===== src/rtl/mem_arb_pkg.sv =====
// Shared types and constants for the instruction/data memory arbiter.
package mem_arb_pkg;

    localparam int ADDR_W_DEF  = 15;
    localparam int WORD_W_DEF  = 32;
    localparam int DATA_W_DEF  = 16;
    localparam int INSTR_W_DEF = 25;
    localparam int BUF_EN_DEF  = 1;

    localparam logic [15:0] HIT_MAX = 16'hFFFF;

    typedef enum logic [2:0] {
        IDLE,
        F_RD,
        F_WAIT,
        D_RD,
        D_WAIT,
        D_WR,
        ACK
    } state_t;

    // Ceiling log2, used for the lane-select width.
    function automatic int log2(input int n);
        int r;
        r = 0;
        for (int i = 0; i < 31; i++) begin
            if ((1 << i) < n) r = i + 1;
        end
        return r;
    endfunction

endpackage


===== src/rtl/mem_arb_linebuf.sv =====
// One-word data line buffer: tag/valid/word storage, hit compare, lane extract and lane merge.
module mem_arb_linebuf #(
    parameter int TAG_W  = 15,
    parameter int WORD_W = 32,
    parameter int DATA_W = 16,
    parameter int LSEL_W = 1,
    parameter int BUF_EN = 1
) (
    input  logic              clk,
    input  logic              rst,
    input  logic              wr_en,
    input  logic [TAG_W-1:0]  wr_tag,
    input  logic [WORD_W-1:0] wr_word,
    input  logic [TAG_W-1:0]  lookup_tag,
    input  logic [LSEL_W-1:0] lane,
    input  logic [DATA_W-1:0] wdata,
    input  logic              use_mem,
    input  logic [WORD_W-1:0] mem_word,
    output logic              hit,
    output logic [DATA_W-1:0] lane_data,
    output logic [WORD_W-1:0] merged
);

    logic              valid;
    logic [TAG_W-1:0]  tag;
    logic [WORD_W-1:0] word;
    logic [WORD_W-1:0] src;

    always_ff @(posedge clk or posedge rst) begin
        if (rst) begin
            valid <= 1'b0;
            tag   <= '0;
            word  <= '0;
        end else if (wr_en) begin
            valid <= 1'b1;
            tag   <= wr_tag;
            word  <= wr_word;
        end
    end

    // Source word is either the buffered copy or the word just returned by memory.
    assign src       = use_mem ? mem_word : word;
    assign hit       = (BUF_EN != 0) && valid && (tag == lookup_tag);
    assign lane_data = src[int'(lane)*DATA_W +: DATA_W];

    always_comb begin
        merged = src;
        merged[int'(lane)*DATA_W +: DATA_W] = wdata;
    end

endmodule


===== src/rtl/mem_arbiter.sv =====
// Round-robin arbiter of one word memory between an instruction-fetch port and a
// narrower load/store port; sub-word stores are read-modify-write via a line buffer.
module mem_arbiter
    import mem_arb_pkg::*;
#(
    parameter int ADDR_W  = ADDR_W_DEF,
    parameter int WORD_W  = WORD_W_DEF,
    parameter int DATA_W  = DATA_W_DEF,
    parameter int INSTR_W = INSTR_W_DEF,
    parameter int BUF_EN  = BUF_EN_DEF,
    localparam int LSEL_W = log2(WORD_W / DATA_W)
) (
    input  logic                     clk,
    input  logic                     rst,
    input  logic                     if_req,
    input  logic [ADDR_W-1:0]        if_addr,
    output logic                     if_ack,
    output logic [INSTR_W-1:0]       if_data,
    input  logic                     d_req,
    input  logic                     d_we,
    input  logic [ADDR_W+LSEL_W-1:0] d_addr,
    input  logic [DATA_W-1:0]        d_wdata,
    output logic                     d_ack,
    output logic [DATA_W-1:0]        d_rdata,
    output logic [ADDR_W-1:0]        mem_addr,
    output logic [WORD_W-1:0]        mem_wdata,
    output logic                     mem_we,
    output logic                     mem_readstart,
    input  logic [WORD_W-1:0]        mem_rdata,
    input  logic                     mem_readrdy,
    input  logic                     mem_saverdy,
    output logic                     busy,
    output logic [15:0]              hit_cnt
);

    state_t state;
    logic   last_fetch;
    logic   gnt_data;
    logic   lat_we;
    logic [ADDR_W-1:0] lat_tag;
    logic [LSEL_W-1:0] lat_lane;
    logic [DATA_W-1:0] lat_wdata;

    logic [ADDR_W-1:0] cur_tag;
    logic [LSEL_W-1:0] cur_lane;
    logic [DATA_W-1:0] cur_wdata;
    logic              pick_data;
    logic              pick_fetch;
    logic              hit;
    logic [DATA_W-1:0] lane_data;
    logic [WORD_W-1:0] merged;
    logic              buf_wr;
    logic [WORD_W-1:0] buf_word;

    // Live request fields while idle, latched copies once a data request is granted.
    always_comb begin
        if (state == IDLE) begin
            cur_tag   = d_addr[ADDR_W+LSEL_W-1:LSEL_W];
            cur_lane  = d_addr[LSEL_W-1:0];
            cur_wdata = d_wdata;
        end else begin
            cur_tag   = lat_tag;
            cur_lane  = lat_lane;
            cur_wdata = lat_wdata;
        end
    end

    always_comb begin
        pick_data  = d_req && (!if_req || last_fetch);
        pick_fetch = if_req && !pick_data;
    end

    assign buf_wr   = ((state == IDLE) && pick_data && d_we && hit)
                    || ((state == D_WAIT) && mem_readrdy);
    assign buf_word = ((state == D_WAIT) && !lat_we) ? mem_rdata : merged;
    assign busy     = (state != IDLE);

    mem_arb_linebuf #(
        .TAG_W  (ADDR_W),
        .WORD_W (WORD_W),
        .DATA_W (DATA_W),
        .LSEL_W (LSEL_W),
        .BUF_EN (BUF_EN)
    ) u_linebuf (
        .clk        (clk),
        .rst        (rst),
        .wr_en      (buf_wr),
        .wr_tag     (cur_tag),
        .wr_word    (buf_word),
        .lookup_tag (cur_tag),
        .lane       (cur_lane),
        .wdata      (cur_wdata),
        .use_mem    (state == D_WAIT),
        .mem_word   (mem_rdata),
        .hit        (hit),
        .lane_data  (lane_data),
        .merged     (merged)
    );

    always_ff @(posedge clk or posedge rst) begin
        if (rst) begin
            state         <= IDLE;
            last_fetch    <= 1'b1;
            gnt_data      <= 1'b0;
            lat_we        <= 1'b0;
            lat_tag       <= '0;
            lat_lane      <= '0;
            lat_wdata     <= '0;
            if_ack        <= 1'b0;
            if_data       <= '0;
            d_ack         <= 1'b0;
            d_rdata       <= '0;
            mem_addr      <= '0;
            mem_wdata     <= '0;
            mem_we        <= 1'b0;
            mem_readstart <= 1'b0;
            hit_cnt       <= '0;
        end else begin
            case (state)
                IDLE: begin
                    if (pick_data) begin
                        gnt_data  <= 1'b1;
                        lat_we    <= d_we;
                        lat_tag   <= cur_tag;
                        lat_lane  <= cur_lane;
                        lat_wdata <= cur_wdata;
                        mem_addr  <= cur_tag;
                        if (hit) begin
                            if (hit_cnt != HIT_MAX) hit_cnt <= hit_cnt + 16'd1;
                            if (d_we) begin
                                mem_we    <= 1'b1;
                                mem_wdata <= merged;
                                state     <= D_WR;
                            end else begin
                                d_rdata <= lane_data;
                                d_ack   <= 1'b1;
                                state   <= ACK;
                            end
                        end else begin
                            mem_readstart <= 1'b1;
                            state         <= D_RD;
                        end
                    end else if (pick_fetch) begin
                        gnt_data      <= 1'b0;
                        mem_addr      <= if_addr;
                        mem_readstart <= 1'b1;
                        state         <= F_RD;
                    end
                end
                F_RD: begin
                    mem_readstart <= 1'b0;
                    state         <= F_WAIT;
                end
                F_WAIT: begin
                    if (mem_readrdy) begin
                        if_data <= mem_rdata[INSTR_W-1:0];
                        if_ack  <= 1'b1;
                        state   <= ACK;
                    end
                end
                D_RD: begin
                    mem_readstart <= 1'b0;
                    state         <= D_WAIT;
                end
                D_WAIT: begin
                    if (mem_readrdy) begin
                        if (lat_we) begin
                            mem_we    <= 1'b1;
                            mem_wdata <= merged;
                            state     <= D_WR;
                        end else begin
                            d_rdata <= lane_data;
                            d_ack   <= 1'b1;
                            state   <= ACK;
                        end
                    end
                end
                D_WR: begin
                    if (mem_saverdy) begin
                        mem_we <= 1'b0;
                        d_ack  <= 1'b1;
                        state  <= ACK;
                    end
                end
                ACK: begin
                    if_ack     <= 1'b0;
                    d_ack      <= 1'b0;
                    last_fetch <= !gnt_data;
                    state      <= IDLE;
                end
                default: state <= IDLE;
            endcase
        end
    end

endmodule

===== config.mk =====
export PLATFORM = sky130hd
export DESIGN_NAME = mem_arbiter
export DESIGN_NICKNAME = d
export VERILOG_FILES = /design/src/rtl/mem_arb_pkg.sv /design/src/rtl/mem_arb_linebuf.sv /design/src/rtl/mem_arbiter.sv
export SDC_FILE = /design/constraint.sdc
export NUM_CORES = 1
export LEC_CHECK = 0
export CAP_MARGIN = 20
export CORE_ASPECT_RATIO = 1.4
export CORE_UTILIZATION = 56
export DETAILED_ROUTE_END_ITERATION = 16
export HOLD_SLACK_MARGIN = 0.05
export PLACE_DENSITY_LB_ADDON = 0.1
export SLEW_MARGIN = 30
export SYNTH_ARGS = -nofsm -noshare
export SYNTH_HDL_FRONTEND = slang
export SYNTH_SLANG_ARGS = --single-unit

===== constraint.sdc =====
create_clock -name clk -period 20.7 [get_ports clk]
set_clock_uncertainty 0.05 [all_clocks]
set_input_delay 5.175 -clock clk [delete_from_list [all_inputs] [get_ports clk]]
set_output_delay 5.175 -clock clk [all_outputs]
set_load 0.01 [all_outputs]

# After elaboration in Yosys (flattened, before gate mapping)
# Cells that the tools add are included.
totals:
  ff_bits: 194
  out_inout_bits: 109
  wordCells: 128
op_classes:
  n_addsub: 2
  n_eq_ne: 19
  shifts: 3
  mux: 51
  n_reduce_logical: 34
ops:
  columns: ["op", "n"]
  rows:
  - ["$mux 32", 7]
  - ["$mux 16", 6]
  - ["$pmux 32 s2", 1]
  - ["$mux 15", 3]
  - ["$neg 5->33", 1]
  - ["$shift 16x33->32 const A", 1]
  - ["$shiftx 16x33->32", 1]
  - ["$bwmux 32", 1]
  - ["$pmux 16 s2", 1]
  - ["$shiftx 32x6->16", 1]
  - ["$mux 1", 19]
  - ["$mux 3", 6]
  - ["$ne 2x2->1 const B", 9]
  - ["$pmux 3 s6", 1]
  - ["$add 16x1->16 const B", 1]
  - ["$ne 16x16->1 const B", 1]
  - ["$eq 15x15->1", 1]
  - ["$reduce_and 7->1", 2]
  - ["$reduce_and 6->1", 2]
  - ["$eq 3x3->1 const B", 3]
  - ["$logic_and 1x1->1", 8]
  - ["$reduce_and 2->1", 4]
  - ["$reduce_and 4->1", 2]
  - ["$reduce_bool 2->1", 4]
  - ["14 further kinds", 23]

# Depth between registers and ports, before layout
# Gate-level depths: netlist (run 1).
depth:
  word_depth: 9
  ltp_mapped: 12
  depth_no_buf: 8

# Hierarchy
# A second synthesis (run 1) with hierarchy kept.
unflattened:
  cells_unflattened: 757
  hier_area_um2: 10017.1
modules_own_cells:
  columns: ["module", "n_inst", "cells_each", "area_per_inst_um2"]
  rows:
  - ["mem_arbiter", 1, 509, 6984.2]
  - ["mem_arb_linebuf", 1, 248, 3032.9]

# Least setup slack after synthesis (run 1)
# OpenSTA, ideal clock, no wires.
synth_path:
  path_kind: "input port to flip-flop"
  from: "input d_addr[7]"
  to: "register u_linebuf.tag[0]"
  t_arrival_ns: 7.364
  t_required_ns: 20.522
  slack_ns: 13.158
  cell_stages: 9
  cell_sequence: "or4b_1 > nand3_1 > o2111ai_1 > or4_4 > nor2_8 > a32o_2 > buf_6 > buf_6 > mux2_1"
synth_via:
  elab_chain_len: 5
synth_lines:
  columns: ["item", "line_no", "rtl"]
  rows:
  - ["start: declaration", "mem_arbiter.sv:21", "input logic [ADDR_W+LSEL_W-1:0] d_addr,"]
  - ["$mux 15", "mem_arbiter.sv:57", "if (state == IDLE) begin"]
  - ["$eq 15x15->1", "mem_arb_linebuf.sv:43", "assign hit = (BUF_EN != 0) && valid && (tag == lookup_tag);"]
  - ["$logic_and 1x1->1", "mem_arb_linebuf.sv:43", null]
  - ["$logic_and 1x1->1", "mem_arbiter.sv:73", "assign buf_wr = ((state == IDLE) && pick_data && d_we && hit)"]
  - ["$logic_or 1x1->1", "mem_arbiter.sv:74", "|| ((state == D_WAIT) && mem_readrdy);"]
  - ["end signal: assignment", "mem_arb_linebuf.sv:36", "tag <= wr_tag;"]
  - ["end: declaration", "mem_arb_linebuf.sv:25", "logic [TAG_W-1:0] tag;"]
# Every way passes these cells.
# A chain may end at the register's enable or synchronous reset.

# Worst setup path after layout (run 1)
layout_path:
  from: "input d_addr[4]"
  to: "register u_linebuf.word[30]"
layout_via:
  elab_chain_len: 5
layout_lines:
  columns: ["item", "line_no", "rtl"]
  rows:
  - ["$mux 15", "mem_arbiter.sv:57", null]
  - ["$eq 15x15->1", "mem_arb_linebuf.sv:43", null]
  - ["$logic_and 1x1->1", "mem_arb_linebuf.sv:43", null]
  - ["$logic_and 1x1->1", "mem_arbiter.sv:73", null]
  - ["$logic_or 1x1->1", "mem_arbiter.sv:74", null]
  - ["end signal: assignment", "mem_arb_linebuf.sv:37", "word <= wr_word;"]
  - ["end: declaration", "mem_arb_linebuf.sv:26", "logic [WORD_W-1:0] word;"]
# Every way passes these cells.

==> results.txt, run 1 <==
CP Data Required Time = 20.96 ns
Pwr dens = 157 nW/um^2
Wire length per cell = 19.4 um
Critical path's slowest cell = buf_4
Post-synth EDFFs = 0
CTS H-tree lvls = 4
Clock Pin Slew Worst Setup and Hold Paths = 0.07 ns
Launching point of the worst reg2reg path = state[0]$_DFFE_PP0P_
Initial Utilization = 57.1%
GR Util All Layers = 29.5%
Multi-input gate area = 4760 sq um
Reg2reg end = u_linebuf.word[30]$_DFFE_PP0P_
Worst slack, placed = 12.01 ns
Tcrit/Tclk final = 40.0%
CTS Root Cell = clkbuf_16
Die height = 159 um
Gp weighted congestion = 0.897
CTS tree = built
# clock sinks = 194
CP Data Arrival Time = 8.54 ns
Hold path depth = 1
DP Wirelength = 16.9 mm
R2r setup slk = 16.11 ns
Synth async-reset ratio = 100%
Iteration-0 DRC Markers = 538
Outcome = finished clean
Worst Hold Class = reg2reg
Crit Path Category = in2reg
Total wire length = 25.8 mm
Vias in the first global route = 7989
Core area = 17300 sq um
Leading register cell type out of synthesis = dfrtp_1
Mean Syn Cell Area = 10.8 sq um
Setup ws final = 12.41 ns
Register area = 4860 sq um
Total gr overflow = 0
Die width = 114 um
WHS Endpoint = last_fetch$_DFFE_PP1P_
Routed Antenna Nets = 0
Fmax = 121 MHz
Detailed Routing Iterations Pass 1 = 5
Setup violators final = 0
Most frequent cells in the layout = nand2_1, clkdlybuf4s50_1, dfrtp_1, mux2_2, a21oi_1
Setup TNS = 0 ns
#FFs+latches synth = 194
Maximum vdd drop = 0.0843 mV
Most common cell after layout, fill and taps aside = nand2_1
Max Transition Viols Final = 0
Netlist cell types = 55
# diodes = 0
Ys Warns = 0
Synth area leader = dfrtp_1
Worst slew pin tran = 0.837 ns
Resize count post-CTS = 0
Ports = 195
Final Hold Viols = 0
Biggest cell delay along the critical path = 0.58 ns
Worst setup SP type = primary input
Post-Syn Area = 9890 sq um
Std-Cell Rows = 57
Gate Count Post-Synth = 914
Crit end category = flip-flop
Fill count = 1270
R2r worst-path depth = 10
Hold Path Origin = gnt_data$_DFFE_PP0P_
Total Die Area = 18200 sq um
Yosys top cell area share = 48.8%
Min Tclk post-route = 8.29 ns
Area grow syn2layout = 27.9%
MaxCap Viol Count = 0
Lkg Pwr = 0.00554 uW
Hold_buf cts = 0
Buffers added on ports = 194
Critical Path Start = d_addr[4]
Post-CTS setup buffers = 0
RSZ-0062 raised after global routing = false
Register area share after synthesis = 49.1%
Share of cells above drive strength 1 = 18.1%
DR vias = 7702
Relative slew slack = 44.2%
Syn_nets = 1001
Vias per cell = 5.79
Initial antenna violation count = 0
Drc violations = 0
Crit path max fanout = 40
NumNets Final = 1168
Crit-path cells = clkdlybuf4s50_1 -> or4b_1 -> nand3_1 -> o2111ai_1 -> or4_4 -> nor2_8 -> a32o_2 -> buf_4 -> mux2_2
TritonCTS Buffers = 17
Clk buf depth = 2
Largest net degree at the start of global routing = 137
Hold_ws = 0.406 ns
Area contributors post-synth = dfrtp_1, mux2_2, nand2_1
Clock latency on the worst-skew pair = 0.43 ns
First-pass GRT wire length = 41.5 mm
[flip-flops by register name (all words and copies together), names as in the netlist, 3 cells and up]
signal,count
mem_addr,15
lat_tag,15
state,3
lat_wdata,16
mem_wdata,32
d_rdata,16
hit_cnt,16
u_linebuf.word,32
if_data,25
u_linebuf.tag,15
[cell usage after synthesis, types with 2 or more instances]
cell,number
dfrtp_1,193
nor3_1,3
a21oi_1,53
nand2_1,204
o221ai_1,2
or2_2,3
buf_6,4
nand4_1,7
a31o_2,2
and3_1,38
buf_2,4
o21ai_0,25
clkbuf_1,36
mux2_1,32
nor4_1,4
xnor2_1,20
nor2_1,17
buf_1,9
and4_1,3
mux4_2,16
xor2_1,2
nand3_1,10
inv_1,15
nor3_4,2
or4b_1,3
mux2i_1,36
nor2b_1,6
mux2_2,115
o31ai_1,5
nand2b_1,9
a211oi_1,3
buf_4,5
a2111oi_0,3
o2bb2ai_1,2
o2111ai_1,3
[metal layers]
| metal | global-route usage [%] | share of wire [%] | up-vias |
|---|---|---|---|
| met4 | 14.3 | 3.8 | 0 |
| met2 | 49.3 | 50 | 252 |
| met3 | 5.37 | 5.1 | 53 |
| met1 | 36.6 | 41 | 3862 |
| li1 | - | - | 3535 |
| met5 | 0 | 0 | - |
[power by group]
group,switching (uW),total [uW],internal [uW]
Sequential,118,666,547
Combinational,467,986,518
Clock,162,334,173
[per-stage QoR]
| step | instance area (sq um) | util (%) | power (uW) | std cells |
|---|---|---|---|---|
| 2_1_floorplan | 9890 | - | 1280 | 914 |
| 3_3_place_gp | 12000 | 69.1 | 1610 | 1295 |
| 3_5_place_dp | 12000 | 69.3 | 1640 | 1296 |
| 4_1_cts | 12600 | 72.7 | 1990 | 1328 |
| 5_1_grt | 12700 | 73.0 | 2110 | 1330 |
| 6_report | 12700 | 73.0 | 1990 | 1330 |
[logic make-up after synthesis]
logic type,Yosys count,synth area share [%]
compound gates,110,6.74
xor+xnor,22,1.95
fa+ha+maj,1,0.126
simple gates,314,14.7
mux,199,24.0
buf+inv,74,3.35
flops,194,49.1
[area by class of cell]
class,instances,share of cell area (%)
Tap cell,236,2.33
Clock buffer,17,3.36
Multi-Input combinational cell,646,37.6
Inverter,16,0.573
Timing Repair Buffer,206,16.4
Clock inverter,15,1.32
Sequential cell,194,38.4
[critical path: cells and delay by family]
family	cells	cell delay [ns]
compound gates	2	0.48
mux	1	0.40
simple gates	4	1.37
buf+inv	2	1.09
[worst max-delay path by stage]
stage / to / slack, ns
after CTS: u_linebuf.word[25]$_DFFE_PP0P_ / 12.45
final: u_linebuf.word[30]$_DFFE_PP0P_ / 12.41
after global placement: u_linebuf.word[8]$_DFFE_PP0P_ / 12.04
after floorplan: d_ack$_DFFE_PP0P_ / 10.19
after global routing: u_linebuf.word[31]$_DFFE_PP0P_ / 12.27
after detailed placement: u_linebuf.word[25]$_DFFE_PP0P_ / 12.01
(Power assumes the default switching activity.)
==> inputs of run 2 (changes only) <==
--- a/config.mk
+++ b/config.mk
@@ -7,7 +7,7 @@
 export LEC_CHECK = 0
 export CAP_MARGIN = 20
 export CORE_ASPECT_RATIO = 1.4
-export CORE_UTILIZATION = 56
+export CORE_UTILIZATION = 52
 export DETAILED_ROUTE_END_ITERATION = 16
 export HOLD_SLACK_MARGIN = 0.05
 export PLACE_DENSITY_LB_ADDON = 0.1
==> constraint.sdc (replaced) <==
create_clock -name clk -period 7.95 [get_ports clk]
set_clock_uncertainty 0.05 [all_clocks]
set_input_delay 1.9875 -clock clk [delete_from_list [all_inputs] [get_ports clk]]
set_output_delay 1.9875 -clock clk [all_outputs]
set_load 0.01 [all_outputs]
==> run 2 against run 1 <==
Against the previous run:
- register-to-register slack worse by 13 ns
- final cell count is 0.53% higher
- sequential share of layout area is 0.057 points higher
- combinational power grew to 2.6 times the previous value
- non-clock buffer count is 1 lower
- design area is 0.15% lower
- total power grew to 2.6 times the previous value
- first-iteration DRC count is 3.0% lower
- die area is 7.6% higher
==> results.txt, run 2 (synthesized netlist as in run 1, its figures left out) <==
Max Transition Viols Final = 0 (unchanged)
Die width = 119 um (+3.7%)
Worst slack, placed = 2.10 ns (-9.90 ns)
Crit end category = primary output
Fmax = 190 MHz
Clock Pin Slew Worst Setup and Hold Paths = 0.07 ns (about the same)
Buffers added on ports = 194 (unchanged)
Met2 usage = 45.7% (-3.6 points)
Pwr dens = 404 nW/um^2 (+160%)
Clk buf depth = 2 (unchanged)
Total power = 5100 uW (+160%)
Ports = 195 (unchanged)
Std-Cell Rows = 59 (+3.5%)
Crit path max fanout = 23 (-43%)
Outcome = finished clean
Maximum vdd drop = 0.215 mV (+160%)
Final Hold Viols = 0 (unchanged)
Drc violations = 0 (unchanged)
Tcrit/Tclk final = 66.3%
RSZ-0062 raised after global routing = false
DR vias = 7656 (-0.60%)
Vias per cell = 5.73 (-1.1%)
GR Util All Layers = 26.7% (-2.8 points)
Setup violators final = 0 (unchanged)
Hold_ws = 0.397 ns (-0.00939 ns)
# clock sinks = 194 (unchanged)
Initial Utilization = 53.2% (-3.9 points)
Total gr overflow = 0 (unchanged)
Die height = 165 um (+3.7%)
GRT busiest layer = met2
# diodes = 0 (unchanged)
NumNets Final = 1167 (-0.086%)
Area grow syn2layout = 27.7%
CTS H-tree lvls = 4 (unchanged)
Lkg Pwr = 0.00552 uW (-0.35%)
Most common cell after layout, fill and taps aside = nand2_1
Crit Path Category = reg2out
DP Area = 12100 sq um (+0.56%)
CP Data Arrival Time = 3.23 ns (-5.31 ns)
Total Die Area = 19600 sq um (+7.6%)
Min Tclk post-route = 5.27 ns
Share of cells above drive strength 1 = 18.1% (about the same)
Fill count = 1508 (+19%)
Worst Hold Class = reg2reg
Post-CTS setup buffers = 0 (unchanged)
Setup ws final = 2.68 ns (-9.73 ns)
Total wire length = 25.3 mm (-1.7%)
Detailed Routing Iterations Pass 1 = 5 (unchanged)
CTS Root Cell = clkbuf_16
Final Cell Area = 12600 sq um (-0.15%)
Initial antenna violation count = 0 (unchanged)
Core area = 18600 sq um (+7.3%)
Worst slew pin tran = 0.948 ns (+0.111 ns)
R2r setup slk = 2.95 ns (-13.16 ns)
DP Wirelength = 17.2 mm (+1.3%)
Resize count post-CTS = 0 (unchanged)
Top Registers = mem_wdata (32), u_linebuf.word (32), if_data (25)
Routed Antenna Nets = 0 (unchanged)
Hold_buf cts = 0 (unchanged)
Gp weighted congestion = 0.899 (+0.23%)
TritonCTS Buffers = 17 (unchanged)
CP Data Required Time = 5.91 ns (-15.05 ns)
Largest net degree at the start of global routing = 131 (-4.4%)
GRT met1 Usage = 31.9% (-4.6 points)
CTS tree = built
Iteration-0 DRC Markers = 522 (-3.0%)
MaxCap Viol Count = 0 (unchanged)
Setup TNS = 0 ns (unchanged)
Grt met3 use = 6.28% (+0.92 points)
First-pass GRT wire length = 40.4 mm (-2.5%)
Relative slew slack = 36.6% (-7.6 points)
Most frequent cells in the layout = nand2_1, clkdlybuf4s50_1, dfrtp_1, mux2_2, a21oi_1
Vias in the first global route = 7732 (-3.2%)
Clock latency on the worst-skew pair = 0.43 ns (about the same)
Wire length per cell = 18.9 um (-2.2%)
Worst setup SP type = flip-flop
==> run 2: final timing paths <==
check / from / endpoint / depth (start not counted)
worst max-delay path: state[0]$_DFFE_PP0P_ / busy / 4
worst min-delay path: gnt_data$_DFFE_PP0P_ / last_fetch$_DFFE_PP1P_ / 1
worst max register to register: state[0]$_DFFE_PP0P_ / u_linebuf.tag[6]$_DFFE_PP0P_ / 10
worst min register to register: gnt_data$_DFFE_PP0P_ / last_fetch$_DFFE_PP1P_ / 1
max in group asynchronous: rst / mem_wdata[7]$_DFFE_PP0P_ / 3
min in group asynchronous: rst / hit_cnt[1]$_DFFE_PP0P_ / 2
==> run 2: layout make-up <==
cell class / count / area (sq um) / area share [%]
clock buffers: 18 / 429 / 3.40
well taps: 244 / 305 / 2.42
clock inverters: 14 / 119 / 0.941
multi-input cells: 646 / 4780 / 37.9
repair buffers: 205 / 2070 / 16.4
inverters: 16 / 72.6 / 0.574
flip-flops and latches: 194 / 4860 / 38.4
==> run 2: worst max-delay path, stage by stage (launching register included) <==
cell and delay [ns]:
dfrtp_1 0.63, nor3_4 0.88, buf_4 0.49, inv_2 0.24, clkdlybuf4s50_1 0.54
==> run 2: power by group <==
group	total [uW]	switching [uW]	leakage [uW]	internal (uW)
combinational	2560	1210	0.00284	1350
clock	816	405	0.000270	411
sequential	1720	299	0.00241	1430
total	5100	1920	0.00552	3190
==> run 2: routing by layer <==
metal / part of all wire [%] / routed length [um]
met5: 0 / 0
met1: 41 / 10300
met4: 3.9 / 997
met3: 5.7 / 1450
met2: 50 / 12600
==> run 2: metrics by stage <==
| step | std cells | util, % |
|---|---|---|
| 5_1_grt | 1337 | 67.9 |
| 3_3_place_gp | 1302 | 64.4 |
| 4_1_cts | 1337 | 67.8 |
| 6_report | 1337 | 67.9 |
| 3_5_place_dp | 1305 | 64.9 |
| 2_1_floorplan | 914 | - |
